File: config.mk
export PLATFORM = sky130hd
export DESIGN_NAME = drawpoint_slave_si
export DESIGN_NICKNAME = d
export VERILOG_FILES = /design/src/rtl/drawpoint_pkg.sv /design/src/rtl/drawpoint_sync_fifo.sv /design/src/rtl/drawpoint_slave_si.sv
export SDC_FILE = /design/constraint.sdc
export NUM_CORES = 1
export LEC_CHECK = 0
export BUFFER_PORTS_ARGS = -buffer_cell sky130_fd_sc_hd__buf_2
export CORE_MARGIN = 4
export CORE_UTILIZATION = 54
export DETAILED_ROUTE_END_ITERATION = 8
export HOLD_SLACK_MARGIN = 0.15
export PLACE_DENSITY = 0.72
export SYNTH_ARGS = -nofsm -noshare
export SYNTH_HDL_FRONTEND = slang
export SYNTH_SLANG_ARGS = --single-unit
File: constraint.sdc
create_clock -name csi_clock_clk -period 5.2 [get_ports csi_clock_clk]
set_clock_uncertainty 0.15 [all_clocks]
set_input_delay 1.56 -clock csi_clock_clk [delete_from_list [all_inputs] [get_ports csi_clock_clk]]
set_output_delay 1.56 -clock csi_clock_clk [all_outputs]
set_load 0.01 [all_outputs]
File: src/rtl/drawpoint_pkg.sv
// rtl/drawpoint_pkg.sv - shared DrawPoint field widths, point type and frame-buffer write FSM states
package drawpoint_pkg;

  localparam int POS_X_W          = 9;
  localparam int POS_Y_W          = 9;
  localparam int RGB_W            = 12;
  localparam int FRAME_WIDTH_DEF  = 320;
  localparam int FRAME_HEIGHT_DEF = 240;

  typedef struct packed {
    logic [POS_X_W-1:0] posX;
    logic [POS_Y_W-1:0] posY;
    logic [RGB_W-1:0]   rgb12;
  } tsDrawPoint;

  typedef enum logic {
    IDLE  = 1'b0,
    WRITE = 1'b1
  } teFbWriteState;

endpackage

File: src/rtl/drawpoint_sync_fifo.sv
// rtl/drawpoint_sync_fifo.sv - show-ahead synchronous FIFO; a push is accepted when full if a pop happens in the same cycle
module drawpoint_sync_fifo #(
  parameter int WIDTH = 29,
  parameter int DEPTH = 8
) (
  input  logic             clk,
  input  logic             resetn,
  input  logic             push,
  input  logic [WIDTH-1:0] wdata,
  input  logic             pop,
  output logic [WIDTH-1:0] rdata,
  output logic             full,
  output logic             empty
);

  localparam int AW = $clog2(DEPTH);
  localparam logic [AW:0] DEPTH_C = (AW+1)'(DEPTH);

  logic [WIDTH-1:0] mem [DEPTH];
  logic [AW-1:0]    wr_ptr;
  logic [AW-1:0]    rd_ptr;
  logic [AW:0]      count;
  logic             push_ok;
  logic             pop_ok;

  assign full    = (count == DEPTH_C);
  assign empty   = (count == '0);
  assign pop_ok  = pop && !empty;
  assign push_ok = push && (!full || pop_ok);
  assign rdata   = mem[rd_ptr];

  always_ff @(posedge clk) begin
    if (push_ok) begin
      mem[wr_ptr] <= wdata;
    end
  end

  always_ff @(posedge clk) begin
    if (!resetn) begin
      wr_ptr <= '0;
      rd_ptr <= '0;
      count  <= '0;
    end else begin
      if (push_ok) wr_ptr <= wr_ptr + 1'b1;
      if (pop_ok)  rd_ptr <= rd_ptr + 1'b1;
      case ({push_ok, pop_ok})
        2'b10:   count <= count + 1'b1;
        2'b01:   count <= count - 1'b1;
        default: count <= count;
      endcase
    end
  end

endmodule

File: src/rtl/drawpoint_slave_si.sv
// rtl/drawpoint_slave_si.sv - DrawPoint sink: range-check, address, queue and write points to the frame buffer
// Optional DRAWPOINT_SLAVE_STATS_EN adds saturating accepted/clipped point counters.
module drawpoint_slave_si
  import drawpoint_pkg::*;
#(
  parameter int              FRAME_WIDTH  = FRAME_WIDTH_DEF,
  parameter int              FRAME_HEIGHT = FRAME_HEIGHT_DEF,
  parameter int              ADDR_W       = 17,
  parameter logic [ADDR_W-1:0] BASE_ADDR  = '0,
  parameter int              FIFO_DEPTH   = 8
) (
  input  logic                 csi_clock_clk,
  input  logic                 rsi_reset_reset_n,
  input  logic                 coe_dps_ul1Update,
  input  logic [POS_X_W-1:0]   coe_dps_ul9PosX,
  input  logic [POS_Y_W-1:0]   coe_dps_ul9PosY,
  input  logic [RGB_W-1:0]     coe_dps_ul12Rgb12Data,
  output logic [ADDR_W-1:0]    avm_fb_address,
  output logic                 avm_fb_write,
  output logic [15:0]          avm_fb_writedata,
  output logic [1:0]           avm_fb_byteenable,
  input  logic                 avm_fb_waitrequest,
`ifdef DRAWPOINT_SLAVE_STATS_EN
  output logic [15:0]          ul16AcceptedCount,
  output logic [15:0]          ul16ClippedCount,
`endif
  output logic                 ul1Overflow,
  output logic                 ul1Busy
);

  localparam int ENTRY_W = ADDR_W + RGB_W;

  tsDrawPoint         s1_pt;
  logic               s1_upd;
  logic               s1_inr;
  logic               in_range;
  logic [ADDR_W-1:0]  push_addr;
  logic               push_req;
  logic               push_ok;
  logic               pop;
  logic               fifo_full;
  logic               fifo_empty;
  logic [ENTRY_W-1:0] head;
  teFbWriteState      state;
  teFbWriteState      state_n;
  logic               write_n;

  assign in_range = (int'(coe_dps_ul9PosX) < FRAME_WIDTH) &&
                    (int'(coe_dps_ul9PosY) < FRAME_HEIGHT);

  always_ff @(posedge csi_clock_clk) begin
    if (!rsi_reset_reset_n) begin
      s1_upd <= 1'b0;
      s1_inr <= 1'b0;
      s1_pt  <= '0;
    end else begin
      s1_upd <= coe_dps_ul1Update;
      s1_inr <= in_range;
      s1_pt  <= '{posX: coe_dps_ul9PosX, posY: coe_dps_ul9PosY, rgb12: coe_dps_ul12Rgb12Data};
    end
  end

  // Modulo-2^ADDR_W sum, so a high base address wraps around the frame buffer.
  assign push_addr = BASE_ADDR
                   + ADDR_W'(s1_pt.posY) * ADDR_W'(FRAME_WIDTH)
                   + ADDR_W'(s1_pt.posX);

  assign push_req = s1_upd && s1_inr;
  assign push_ok  = push_req && (!fifo_full || pop);

  drawpoint_sync_fifo #(
    .WIDTH (ENTRY_W),
    .DEPTH (FIFO_DEPTH)
  ) u_fifo (
    .clk    (csi_clock_clk),
    .resetn (rsi_reset_reset_n),
    .push   (push_ok),
    .wdata  ({push_addr, s1_pt.rgb12}),
    .pop    (pop),
    .rdata  (head),
    .full   (fifo_full),
    .empty  (fifo_empty)
  );

  always_comb begin
    state_n = state;
    pop     = 1'b0;
    write_n = avm_fb_write;
    case (state)
      IDLE: begin
        if (!fifo_empty) begin
          pop     = 1'b1;
          write_n = 1'b1;
          state_n = WRITE;
        end
      end
      WRITE: begin
        if (!avm_fb_waitrequest) begin
          if (!fifo_empty) begin
            pop = 1'b1;
          end else begin
            write_n = 1'b0;
            state_n = IDLE;
          end
        end
      end
      default: state_n = IDLE;
    endcase
  end

  always_ff @(posedge csi_clock_clk) begin
    if (!rsi_reset_reset_n) begin
      state            <= IDLE;
      avm_fb_write     <= 1'b0;
      avm_fb_address   <= '0;
      avm_fb_writedata <= '0;
      ul1Overflow      <= 1'b0;
    end else begin
      state        <= state_n;
      avm_fb_write <= write_n;
      if (pop) begin
        avm_fb_address   <= head[ENTRY_W-1:RGB_W];
        avm_fb_writedata <= {4'h0, head[RGB_W-1:0]};
      end
      if (push_req && !push_ok) ul1Overflow <= 1'b1;
    end
  end

  assign avm_fb_byteenable = 2'b11;
  assign ul1Busy           = !fifo_empty || avm_fb_write || s1_upd;

`ifdef DRAWPOINT_SLAVE_STATS_EN
  always_ff @(posedge csi_clock_clk) begin
    if (!rsi_reset_reset_n) begin
      ul16AcceptedCount <= '0;
      ul16ClippedCount  <= '0;
    end else begin
      if (push_ok && ul16AcceptedCount != 16'hFFFF)
        ul16AcceptedCount <= ul16AcceptedCount + 1'b1;
      if (s1_upd && !s1_inr && ul16ClippedCount != 16'hFFFF)
        ul16ClippedCount <= ul16ClippedCount + 1'b1;
    end
  end
`endif

endmodule

[Yosys cells after proc, flatten, opt, wreduce, memory -nomap -nowiden]
Memory sizes are Yosys's and may differ from the RTL's. A register that Yosys moved wholly into a read port is not among the register bits.
Cells that the tools add are included.
Operators by class
  add/subtract/negate cells: 5
  $mul: 1
  divide/modulo/power cells: 0
  bitwise gates (word level): 1
  magnitude comparators: 2
  multiplexer cells: 12
  reductions and logical operators: 17
  shift operators: 0
  equal/unequal tests: 6
Operators with widths (count)
  17-bit by 9-bit adder with 17-bit output: 1
  9-bit by 3-bit multiplier with 11-bit output (second input constant): 1
  9-bit by 8-bit less-than comparator with 1-bit output (second input constant): 1
  9-bit less-than comparator (second input constant): 1
  1-bit two-way mux: 8
  4-bit case mux with 2 select lines: 1
  3-bit by 1-bit adder with 3-bit output (second input constant): 2
  1-bit logical AND: 6
  2-bit != test (second input constant): 3
  1-bit case mux with 2 select lines: 3
  4-bit by 1-bit adder with 4-bit output (second input constant): 1
  4-bit equality test (second input constant): 1
  1-bit zero test: 4
  4-bit zero test: 1
  1-bit logical OR: 4
  4-bit by 1-bit subtractor with 4-bit output (second input constant): 1
  3-bit AND reduction: 1
  2-bit by 1-bit equality test with 1-bit output (second input constant): 1
  2-bit equality test (second input constant): 1
  2-bit nonzero test: 1
  1-bit NOT: 1
Word-level totals
  bits in registers: 45
  RAM bits: 232
  memories: 1
  output and inout bits: 38
  latch bits: 0
  ROM bits: 0
  bits of input ports: 34
Memories
  u_fifo.mem: depth 8, bits a word 29, read ports 1, clocked after memory_dff 1, wr ports 1, RTL line drawpoint_sync_fifo.sv:19  | logic [WIDTH-1:0] mem [DEPTH];

[Depth between registers and ports, before layout]
Gate-level depths: netlist of the first run.
  depth in word-level cells: 9
  gate-level depth with buffers: 12
  depth with buffers taken out: 11

[Hierarchy]
Synthesis of the first run repeated with hierarchy kept, for this count alone.
Second synthesis, totals
  cells, all modules: 704
  area total of the unflattened synthesis: 12305.6 sq um
Modules (own cells, without submodules)
  drawpoint_sync_fifo: instances 1, area each 9604.2 sq um, cells an instance 418, seq. area each 7226.9 sq um
  drawpoint_slave_si: instances 1, area each 2701.3 sq um, cells an instance 286, seq. area each 1281.2 sq um

[Least setup slack after synthesis of the first run]
OpenSTA, ideal clock, no wires.
  path kind: input to register
  start point: input port avm_fb_waitrequest
  end point: memory u_fifo.mem[0][0] (enable)
  library setup time: 0.488 ns
  arrival: 4.810 ns
  path buffers: 0
  cell stages on the path: 4
  path slack: -0.248 ns
  cells stage by stage: nand4_1 -> nor2b_1 -> inv_2 -> nor4_1
Between the ends
  word-level cells in the longest chain between the ends: 7
  elaborated cells on any way between the ends: 9
  classes of those cells: mux: 4; reduce/logical: 5
Ends and longest elaborated chain
  start, declared: RTL line drawpoint_slave_si.sv:22  | input logic avm_fb_waitrequest,
  1-bit two-way mux *: RTL line drawpoint_slave_si.sv:98  | if (!avm_fb_waitrequest) begin
  1-bit case mux with 2 select lines *: RTL line drawpoint_slave_si.sv:89  | case (state)
  1-bit logical OR / 1-bit logical AND (equally long branches): RTL line drawpoint_slave_si.sv:69, drawpoint_sync_fifo.sv:28
  1-bit logical AND / 1-bit logical OR (equally long branches): RTL line drawpoint_slave_si.sv:69, drawpoint_sync_fifo.sv:29
  1-bit logical AND *: RTL line drawpoint_sync_fifo.sv:29  | assign push_ok = push && (!full || pop_ok);
  1-bit two-way mux *: RTL line drawpoint_sync_fifo.sv:33  | if (push_ok) begin
  1-bit two-way mux (implied by the code) *: RTL line drawpoint_sync_fifo.sv:34  | mem[wr_ptr] <= wdata;
  end, declared: RTL line drawpoint_sync_fifo.sv:19
Mark *: on every way between the ends. The rest lies on a longest branch, timed or not.

[Worst setup path after layout of the first run]
  start point: register u_fifo.count[0]
  end point: output port ul1Busy
Between the ends
  word-level cells in the longest chain between the ends: 4
Ends and longest elaborated chain
  start, declared: RTL line drawpoint_sync_fifo.sv:22  | logic [AW:0] count;
  start signal, assigned: RTL line drawpoint_sync_fifo.sv:47  | 2'b10: count <= count + 1'b1;
  start signal, assigned: RTL line drawpoint_sync_fifo.sv:48  | 2'b01: count <= count - 1'b1;
  start signal, assigned: RTL line drawpoint_sync_fifo.sv:49  | default: count <= count;
  4-bit zero test: RTL line drawpoint_sync_fifo.sv:27  | assign empty = (count == '0);
  1-bit zero test: RTL line drawpoint_slave_si.sv:130  | assign ul1Busy = !fifo_empty || avm_fb_write || s1_upd;
  1-bit logical OR (2 in series): RTL line drawpoint_slave_si.sv:130
  end, declared: RTL line drawpoint_slave_si.sv:28  | output logic ul1Busy
No other way between the ends.

==> results of run 1 <==
-- cell usage in the layout (no fill, tap or decap), drive strengths merged, types with 7 or more instances in the layout --
cell / n
mux2i: 31
nand2: 40
inv: 7
ha: 22
xor2: 9
a21oi: 10
nor2: 12
mux4: 58
dfxtp: 74
xnor2: 12
edfxtp: 232
and2: 36
clkinv: 10
clkbuf: 42
buf: 76
o211a: 30
-- sequential cells by signal, summed over array words and instances, names as in the netlist --
name	flops
avm_fb_address	17
s1_pt	30
state	1
ul1Overflow	1
s1_inr	1
u_fifo.rd_ptr	3
u_fifo.count	4
u_fifo.mem	232
s1_upd	1
avm_fb_write	1
u_fifo.wr_ptr	3
avm_fb_writedata	12
-- critical path, delay by kind of cell (launching register included) --
| kind | cells | cell delay (ns) |
|---|---|---|
| buffers and inverters | 1 | 0.18 |
| DFF | 1 | 0.39 |
| and+or+nand+nor | 2 | 0.60 |
-- stage by stage --
stage / hold WS [ns] / instances / util [%] / setup WS (ns) / area (um2)
floorplan: 0.344 / 666 / - / 0.518 / 11900
global route: 0.356 / 1040 / 62.2 / 1.63 / 13500
global placement: 0.299 / 983 / 57.6 / 1.43 / 12500
finish: 0.322 / 1040 / 62.2 / 1.78 / 13500
CTS: 0.328 / 1040 / 62.2 / 1.74 / 13500
detailed placement: 0.311 / 983 / 57.6 / 1.33 / 12500
-- kinds of logic (layout without fill, tap and decap cells) --
| group | count (synthesis) | count (layout) | synth area share [%] |
|---|---|---|---|
| compound gates | 56 | 56 | 3.88 |
| xor+xnor | 21 | 21 | 1.54 |
| fa+ha+maj | 24 | 24 | 2.64 |
| buf+inv | 44 | 138 | 2.07 |
| flops | 306 | 306 | 70.9 |
| mux | 89 | 89 | 13.6 |
| other cells | 2 | 6 | 0.0630 |
| simple gates | 120 | 120 | 5.37 |
-- final timing paths --
check	endpoint	slack [ns]	cells after the start
min	ul1Overflow	0.32	1
max	ul1Busy	1.78	3
min reg2reg	ul1Overflow	0.32	1
max reg2reg	u_fifo.mem[7][28]	2.03	9
-- cell type report --
cell class	instances	area, um2	share of cell area, %
Clock buffer	42	880	6.50
Clock inverter	15	114	0.841
Inverter	5	18.8	0.139
Multi-Input combinational cell	316	3310	24.4
Sequential cell	306	8450	62.5
Tap cell	280	350	2.59
Timing Repair Buffer	76	408	3.01
-- layer usage --
metal / track usage, % / wire length, um / up-vias / share of wire (%)
met5: 0 / 0 / - / 0
met4: 3.31 / 339 / 0 / 1.7
met3: 2.79 / 863 / 27 / 4.2
met2: 30.0 / 10500 / 114 / 51
met1: 23.1 / 8750 / 2947 / 43
li1: - / - / 2713 / -
-- report_power, final --
group          switching, mW  internal (mW)  leakage (nW)  total, mW
combinational          0.541          0.621          1.69       1.16
sequential             0.220           2.78          2.73       3.00
clock                  0.885           1.24         0.484       2.12
==> metrics, run 1 <==
GR Util All Layers 17.1%; CTS Hold Buffers Added 0; io pins 72; final setup violation count 0; max_cap viols 0; Routed Antenna Nets 0; Syn Inst Count about 660; chip width 157 um; Power Total 6.28 mW; Post-Syn Area around 0.012 mm2; post-cts repair resize count 0; Primary FF master, synth edfxtp_1; slowest library cell on the worst path nor4_4; CP startpoint u_fifo.count[0]; register area share after synthesis 70.9%; Final period util 65.8%; WP data required 3.49 ns; Slew @ Worst Pin ~1.1 ns; Final TNS setup 0 ns; RSZ-0062 raised after global routing false; Crit. End Element primary output; final slew viol count 0; PortBufs 65; most common cell in the netlist edfxtp_1; Synth area leaders edfxtp_1 58%, dfxtp_1 12%, mux4_2 11%, mux2i_1 2.6%, o211a_1 2.5%; Die ar. 0.0245 mm2; max incr delay on CP 0.43 ns; fillers about 1500; WL/cell 19.7 um; worst path cell trace nor4_4, nand2_1, buf_2; Reg-to-Reg Start s1_pt[13]; CTS max path bufs 3; initial antenna violation count 0; post-synthesis sequential element count between 300 and 400; clock slew at reported path FFs 0.06 ns; endpoints failing hold 0; Nets 794; Routed WL a little over 20000 um; layout cells sized above 1 between 20% and 30%; hold crit path type reg -> reg; Rows 54; TritonCTS buffer count 31; crit path max fanout 6; Slew HR 24.2%; Yosys top cell area share 58.4%; Starting Density 54.8%; Power Density around 460 mW/mm2; Synth-to-Final Area Change 13.5%; Max IR drop VDD 309 uV; fmax between 200 and 300 MHz; drt initial violations 412; status finished, final reports clean; Leak Pwr 4.90 nW; synthesized area per cell approximately 18 um2; Worst Setup Start Kind flip-flop; TritonRoute pass-1 iters 4; unique cell type count in the Yosys netlist 45; cell taking the most area after synthesis edfxtp_1; HPWL Detailed roughly 12000 um; Crit Path Category reg -> out; root buffer cell clkbuf_16; pin count of the biggest net entering global routing 75; # DRC 0; arrival time at the worst endpoint approximately 1.7 ns; Hold Path Origin ul1Overflow; Clock Latency Late Sink 0.55 ns; CTS tree yes; vias per inst 5.58; synth warn 0; EDFF count, synth 232; vias 5801; clock sinks 306; routability congestion estimate 0.742; crit path time final 3.42 ns; synth cell count leaders 232 x edfxtp_1, 74 x dfxtp_1, 58 x mux4_2, 40 x nand2_1, 36 x and2_1; async set or reset register ratio after synthesis 0%; htree depth 1; gr ovfl total 0; Die Y-Extent 157 um; post-CTS setup buffer count 0; first-pass GRT wire length 32900 um; via count of the first global-routing pass 6096; Core ar. between 0.02 and 0.025 mm2; antenna cells 0
Note: power is estimated with default switching activity, not from simulation.
==> inputs of run 2 (changes only) <==
--- a/config.mk
+++ b/config.mk
@@ -7,10 +7,10 @@
 export LEC_CHECK = 0
 export BUFFER_PORTS_ARGS = -buffer_cell sky130_fd_sc_hd__buf_2
 export CORE_MARGIN = 4
-export CORE_UTILIZATION = 54
+export CORE_UTILIZATION = 60
 export DETAILED_ROUTE_END_ITERATION = 8
 export HOLD_SLACK_MARGIN = 0.15
-export PLACE_DENSITY = 0.72
+export PLACE_DENSITY = 0.76
 export SYNTH_ARGS = -nofsm -noshare
 export SYNTH_HDL_FRONTEND = slang
 export SYNTH_SLANG_ARGS = --single-unit
==> constraint.sdc (replaced) <==
create_clock -name csi_clock_clk -period 3.38 [get_ports csi_clock_clk]
set_clock_uncertainty 0.15 [all_clocks]
set_input_delay 1.014 -clock csi_clock_clk [delete_from_list [all_inputs] [get_ports csi_clock_clk]]
set_output_delay 1.014 -clock csi_clock_clk [all_outputs]
set_load 0.01 [all_outputs]
==> metrics, run 2 (synthesis gave the netlist of run 1 again) <==
drt initial violations 451 (+9.5%); most frequent cells in the layout 232 x edfxtp_1, 71 x dfxtp_1, 65 x buf_2, 58 x mux4_2, 40 x nand2_1; fmax 319 MHz; Reg2Reg Capture Point u_fifo.mem[5][28]; endpoints failing hold 0 (unchanged); Power Density 703 mW/mm2 (+52%); clock sinks 306 (unchanged); most common cell after layout, fill and taps aside edfxtp_1; Routed Antenna Nets 0 (unchanged); post-CTS setup buffer count 0 (unchanged); Power Total 9.60 mW (+53%); CTS max path bufs 3 (unchanged); Synth-to-Final Area Change 14.6%; Rows 51 (-5.6%); RSZ-0062 raised after global routing false; first-pass GRT wire length 34300 um (+4.2%); arrival time at the worst endpoint 3.23 ns (+1.52 ns); CP startpoint s1_pt[13]; max_cap viols 0 (unchanged); status finished, final reports clean; Core ar. 0.0195 mm2 (-10%); Final TNS setup 0 ns (unchanged); root buffer cell clkbuf_16; # DRC 0 (unchanged); CTS tree yes; crit path max fanout 8 (+2); Starting Density 61.1% (+6.3 points); final setup violation count 0 (unchanged); max reg flops 232 (unchanged); clock slew at reported path FFs 0.06 ns (about the same); crit path time final 3.14 ns; Final period util a little over 90%; final slew viol count 0 (unchanged); vias 5958 (+2.7%); slowest library cell on the worst path fa_1; Worst Setup Start Kind flip-flop; max incr delay on CP 0.41 ns (-0.02 ns); TritonCTS buffer count 30 (-3.2%); layout cells sized above 1 26.0% (+0.49 points); Worst R2R Setup Slack 0.24 ns (-1.79 ns); worst path cell trace ha_1, ha_1, fa_1, a211oi_1, nor2_1, xor2_1, nand3_1, nor3b_1, xnor2_2; CP dominant cell by count ha_1; final worst slack 0.243 ns (-1.53 ns); Area after DPL 0.0127 mm2 (+1.3%); # placed instances 974 (-0.92%); post-cts repair resize count 0 (unchanged); TritonRoute pass-1 iters 5 (+1); pre-CTS setup slack 0.204 ns (-1.12 ns); crit-path leading delay family adder cells; Leak Pwr 4.94 nW (+0.81%); antenna cells 0 (unchanged); R2R depth 9 (unchanged); Hold Path Origin ul1Overflow; Die ar. 0.0222 mm2 (-9.5%); Clock Latency Late Sink 0.53 ns (-0.02 ns); vias per inst 5.78 (+3.7%); gr ovfl total 0 (unchanged); Crit Path Category reg -> reg; Max IR drop VDD 454 uV (+47%); Crit. End Element flip-flop; GR Util All Layers 20.0% (+2.8 points); PortBufs 65 (unchanged); Slew HR 48.2% (+24 points); Largest regs u_fifo.mem: 232 flops, s1_pt: 30 flops, avm_fb_address: 17 flops; Slew @ Worst Pin 0.777 ns (-0.360 ns); Core Util, Final 69.9% (+7.7 points); htree depth 1 (unchanged); WL/cell 20.7 um (+4.8%); via count of the first global-routing pass 6357 (+4.3%); Routed WL 21300 um (+3.8%); WP buf/inv 0 (-1); hold crit path type reg -> reg; initial antenna violation count 0 (unchanged); chip width 149 um (-4.9%); post-route insts no fill 1030 (-0.96%); Hold Path Depth 1 (unchanged); Reg-to-Reg Start s1_pt[13]; final instance area 0.0137 mm2 (+0.92%); pin count of the biggest net entering global routing 52 (-31%); HPWL Detailed 12100 um (-0.36%); routability congestion estimate 0.751 (+1.3%); Die Y-Extent 149 um (-4.9%); hold worst-path end ul1Overflow; CTS Hold Buffers Added 0 (unchanged); register bank with the most flops u_fifo.mem; Nets 799 (+0.63%); WP data required 3.47 ns (-0.02 ns); Min Hold Slack 0.319 ns (-0.00303 ns); io pins 72 (unchanged)
==> run 2: cell count changes in the layout (fill, tap and decap cells not counted) <==
cell and change:
nor3_4 +1, clkbuf_1 +3, nor3_2 -1, inv_8 -1, clkbuf_8 -1, buf_4 -4, clkbuf_16 -2, inv_6 -1
clkinv_1 -2, clkinv_2 +2, xnor2_1 -1, xnor2_2 +1, buf_12 +10, bufinv_16 +1
==> run 2: how the worst max path moves through the flow <==
stage                                    to  depth (start not counted)
final                     u_fifo.mem[5][28]                          9
after global routing      u_fifo.mem[4][28]                          9
after CTS                 u_fifo.mem[5][28]                          9
after detailed placement    u_fifo.count[2]                         11
after global placement      u_fifo.count[2]                         11
after floorplan            u_fifo.mem[2][0]                          4
==> run 2: cell type report <==
type,count,area [um2]
tap,265,332
multi-input combinational,316,3320
fill,1244,5870
clock buffer,42,827
inverter,5,18.8
sequential,306,8450
clock inverter,14,126
timing repair buffer,82,578
==> run 2: layer usage <==
layer / track usage, % / up-vias / routed length [um]
met5: 0 / - / 0
met4: 4.53 / 0 / 350
met3: 2.73 / 34 / 1000
met2: 34.7 / 150 / 10900
met1: 27.3 / 3047 / 9030
li1: - / 2727 / -
==> run 2: power by group <==
group	total, mW	leakage [nW]	internal (mW)	switching, mW
clock network	3.16	0.464	1.86	1.30
registers	4.47	2.73	4.27	0.198
logic	1.97	1.75	0.978	0.996
==> inputs of run 3 (changes only) <==
--- a/config.mk
+++ b/config.mk
@@ -6,8 +6,11 @@
 export NUM_CORES = 1
 export LEC_CHECK = 0
 export BUFFER_PORTS_ARGS = -buffer_cell sky130_fd_sc_hd__buf_2
+export CELL_PAD_IN_SITES_DETAIL_PLACEMENT = 1
+export CELL_PAD_IN_SITES_GLOBAL_PLACEMENT = 2
 export CORE_MARGIN = 4
-export CORE_UTILIZATION = 60
+export CORE_UTILIZATION = 46
+export CTS_CLUSTER_DIAMETER = 50
 export DETAILED_ROUTE_END_ITERATION = 8
 export HOLD_SLACK_MARGIN = 0.15
 export PLACE_DENSITY = 0.76
==> metrics, run 3 (synthesis gave the netlist of run 1 again) <==
status finished, final reports clean; Min Hold Slack 0.316 ns (-0.00275 ns); register bank with the most flops u_fifo.mem; final instance area 0.0140 mm2 (+2.4%); Nets 806 (+0.88%); Routed Antenna Nets 0 (unchanged); Clock Latency Late Sink 0.50 ns (-0.03 ns); Synth-to-Final Area Change 17.3%; vias 5996 (+0.64%); Power Density 730 mW/mm2 (+3.9%); CTS tree yes; # DRC 0 (unchanged); max_cap viols 0 (unchanged); Rows 58 (+14%); Worst Setup Start Kind flip-flop; Core Util, Final 55.2% (-15 points); vias per inst 5.43 (-6.1%); Switch Pwr 2.66 mW (+6.6%); pre-CTS setup slack 0.179 ns (-0.0244 ns); Area after DPL 0.0128 mm2 (+0.80%); Reg-to-Reg Start s1_pt[13]; fillers 2309 (+86%); PortBufs 65 (unchanged); footprint of the multi-input gates 0.00332 mm2 (unchanged); Reg2Reg Capture Point u_fifo.mem[5][26]; routability congestion estimate 0.709 (-5.6%); Power Total 10.2 mW (+6.3%); clock sinks 306 (unchanged); Crit Path Category reg -> reg; CTS Hold Buffers Added 0 (unchanged); TritonRoute pass-1 iters 4 (-1); Die ar. 0.0286 mm2 (+29%); Die Y-Extent 169 um (+13%); sw frac 26.1% (+0.063 points); Crit. End Element flip-flop; met2 Track Usage GR 30.6% (-4.1 points); Clk pwr share 36.8% (+3.9 points); Starting Density 47.1% (-14 points); Slew HR 48.9% (+0.74 points); initial antenna violation count 0 (unchanged); HPWL Detailed 13500 um (+12%); RSZ-0062 raised after global routing false; # placed instances 1040 (+6.8%); Worst R2R Setup Slack 0.24 ns (about the same); via count of the first global-routing pass 6636 (+4.4%); grt met1 use 21.3% (-6.0 points); post-route insts no fill 1104 (+7.2%); fmax 318 MHz (-0.25%); WL/cell 21.2 um (+2.5%); crit path max fanout 8 (unchanged); Hold Path Origin ul1Overflow; CTS max path bufs 3 (unchanged); Max IR drop VDD 509 uV (+12%); antenna cells 0 (unchanged); htree depth 2 (+1); final worst slack 0.235 ns (-0.00792 ns); gr ovfl total 0 (unchanged); Final TNS setup 0 ns (unchanged); Hold Path Depth 1 (unchanged); Routed WL 23400 um (+9.8%); final setup violation count 0 (unchanged); Slew @ Worst Pin 0.766 ns (-0.0112 ns); pin count of the biggest net entering global routing 62 (+19%); max reg flops 232 (unchanged); register area 0.00845 mm2 (unchanged); endpoints failing hold 0 (unchanged); Comb pwr share 19.9% (-0.7 points); io pins 72 (unchanged); R2R depth 8 (-1); layout cells sized above 1 27.0% (+0.99 points); hold crit path type reg -> reg; arrival time at the worst endpoint 3.20 ns (-0.03 ns); first-pass GRT wire length 37400 um (+8.9%); WP data required 3.43 ns (-0.04 ns); Final period util 93.0% (+0.23 points); Core ar. 0.0253 mm2 (+30%); grt peak-use layer met2; met3 usage 3.01% (+0.28 points); chip width 169 um (+13%); most frequent cells in the layout 232 x edfxtp_1, 71 x dfxtp_1, 65 x buf_2, 58 x mux4_2, 40 x nand2_1; internal power 7.55 mW (+6.2%); post-CTS setup buffer count 0 (unchanged); Leak Pwr 5.06 nW (+2.4%); final slew viol count 0 (unchanged); crit path time final 3.14 ns (+0.00792 ns); clock slew at reported path FFs 0.06 ns (about the same); hold worst-path end ul1Overflow; most common cell after layout, fill and taps aside edfxtp_1; drt initial violations 341 (-24%); TritonCTS buffer count 36 (+20%); GR Util All Layers 17.0% (-3.0 points); root buffer cell clkbuf_16; Sequential Power Share 43.3% (-3.2 points); Largest regs u_fifo.mem: 232 flops, s1_pt: 30 flops, avm_fb_address: 17 flops
-- run 3: changes by cell type in the layout (fill, tap and decap cells not counted), sizes merged --
cell      before  now
buf           82   83
clkbuf        42   46
inv            5   10
clkinvlp       2    1
clkinv        10    9
bufinv         2    3
-- run 3: layer usage --
layer  wire length (um)  part of all wire, %
met5                  0                    0
met4                421                  1.8
met3                831                  3.6
met2              12400                   53
met1               9730                   42
-- run 3: cell type report --
type / instances / share of cell area [%]
clock inverter: 18 / 1.39
sequential: 306 / 60.5
tap: 330 / 2.95
inverter: 5 / 0.134
timing repair buffer: 83 / 4.28
multi-input combinational: 316 / 23.8
clock buffer: 46 / 7.01
-- run 3: power by group through the flow --
stage	logic [mW]	registers, mW	clock network (mW)
2_1_floorplan	1.52	4.51	0
3_3_place_gp	2.02	4.48	0
3_5_place_dp	2.08	4.50	0
4_1_cts	2.09	4.42	3.88
5_1_grt	2.26	4.45	4.06
6_report	2.03	4.42	3.76
-- run 3: critical path: stages (launching register included) --
cell      delay [ns]
dfxtp_1         0.33
ha_1            0.30
ha_1            0.22
fa_1            0.42
a211oi_1        0.32
nor2_1          0.10
xor2_1          0.26
nand3_1         0.17
xnor2_1         0.57
-- run 3: repair_timing --
| item | 4_1_cts | 5_1_grt |
|---|---|---|
| endpoints found under the hold margin | 0 | 0 |
| setup endpoints to repair | 0 | 8 |
| resized for setup | 0 | 1 |
-- run 3: how the worst max path moves through the flow --
stage	from	endpoint	slack (ns)	cells past startpoint
floorplan	avm_fb_waitrequest	u_fifo.mem[2][0]	-0.76	4
CTS	s1_pt[13]	u_fifo.mem[0][28]	0.18	9
detailed placement	avm_fb_waitrequest	u_fifo.count[2]	0.18	11
finish	s1_pt[13]	u_fifo.mem[5][26]	0.24	8
global placement	avm_fb_waitrequest	u_fifo.count[2]	0.35	11
global route	s1_pt[13]	u_fifo.mem[6][26]	0.0004	8
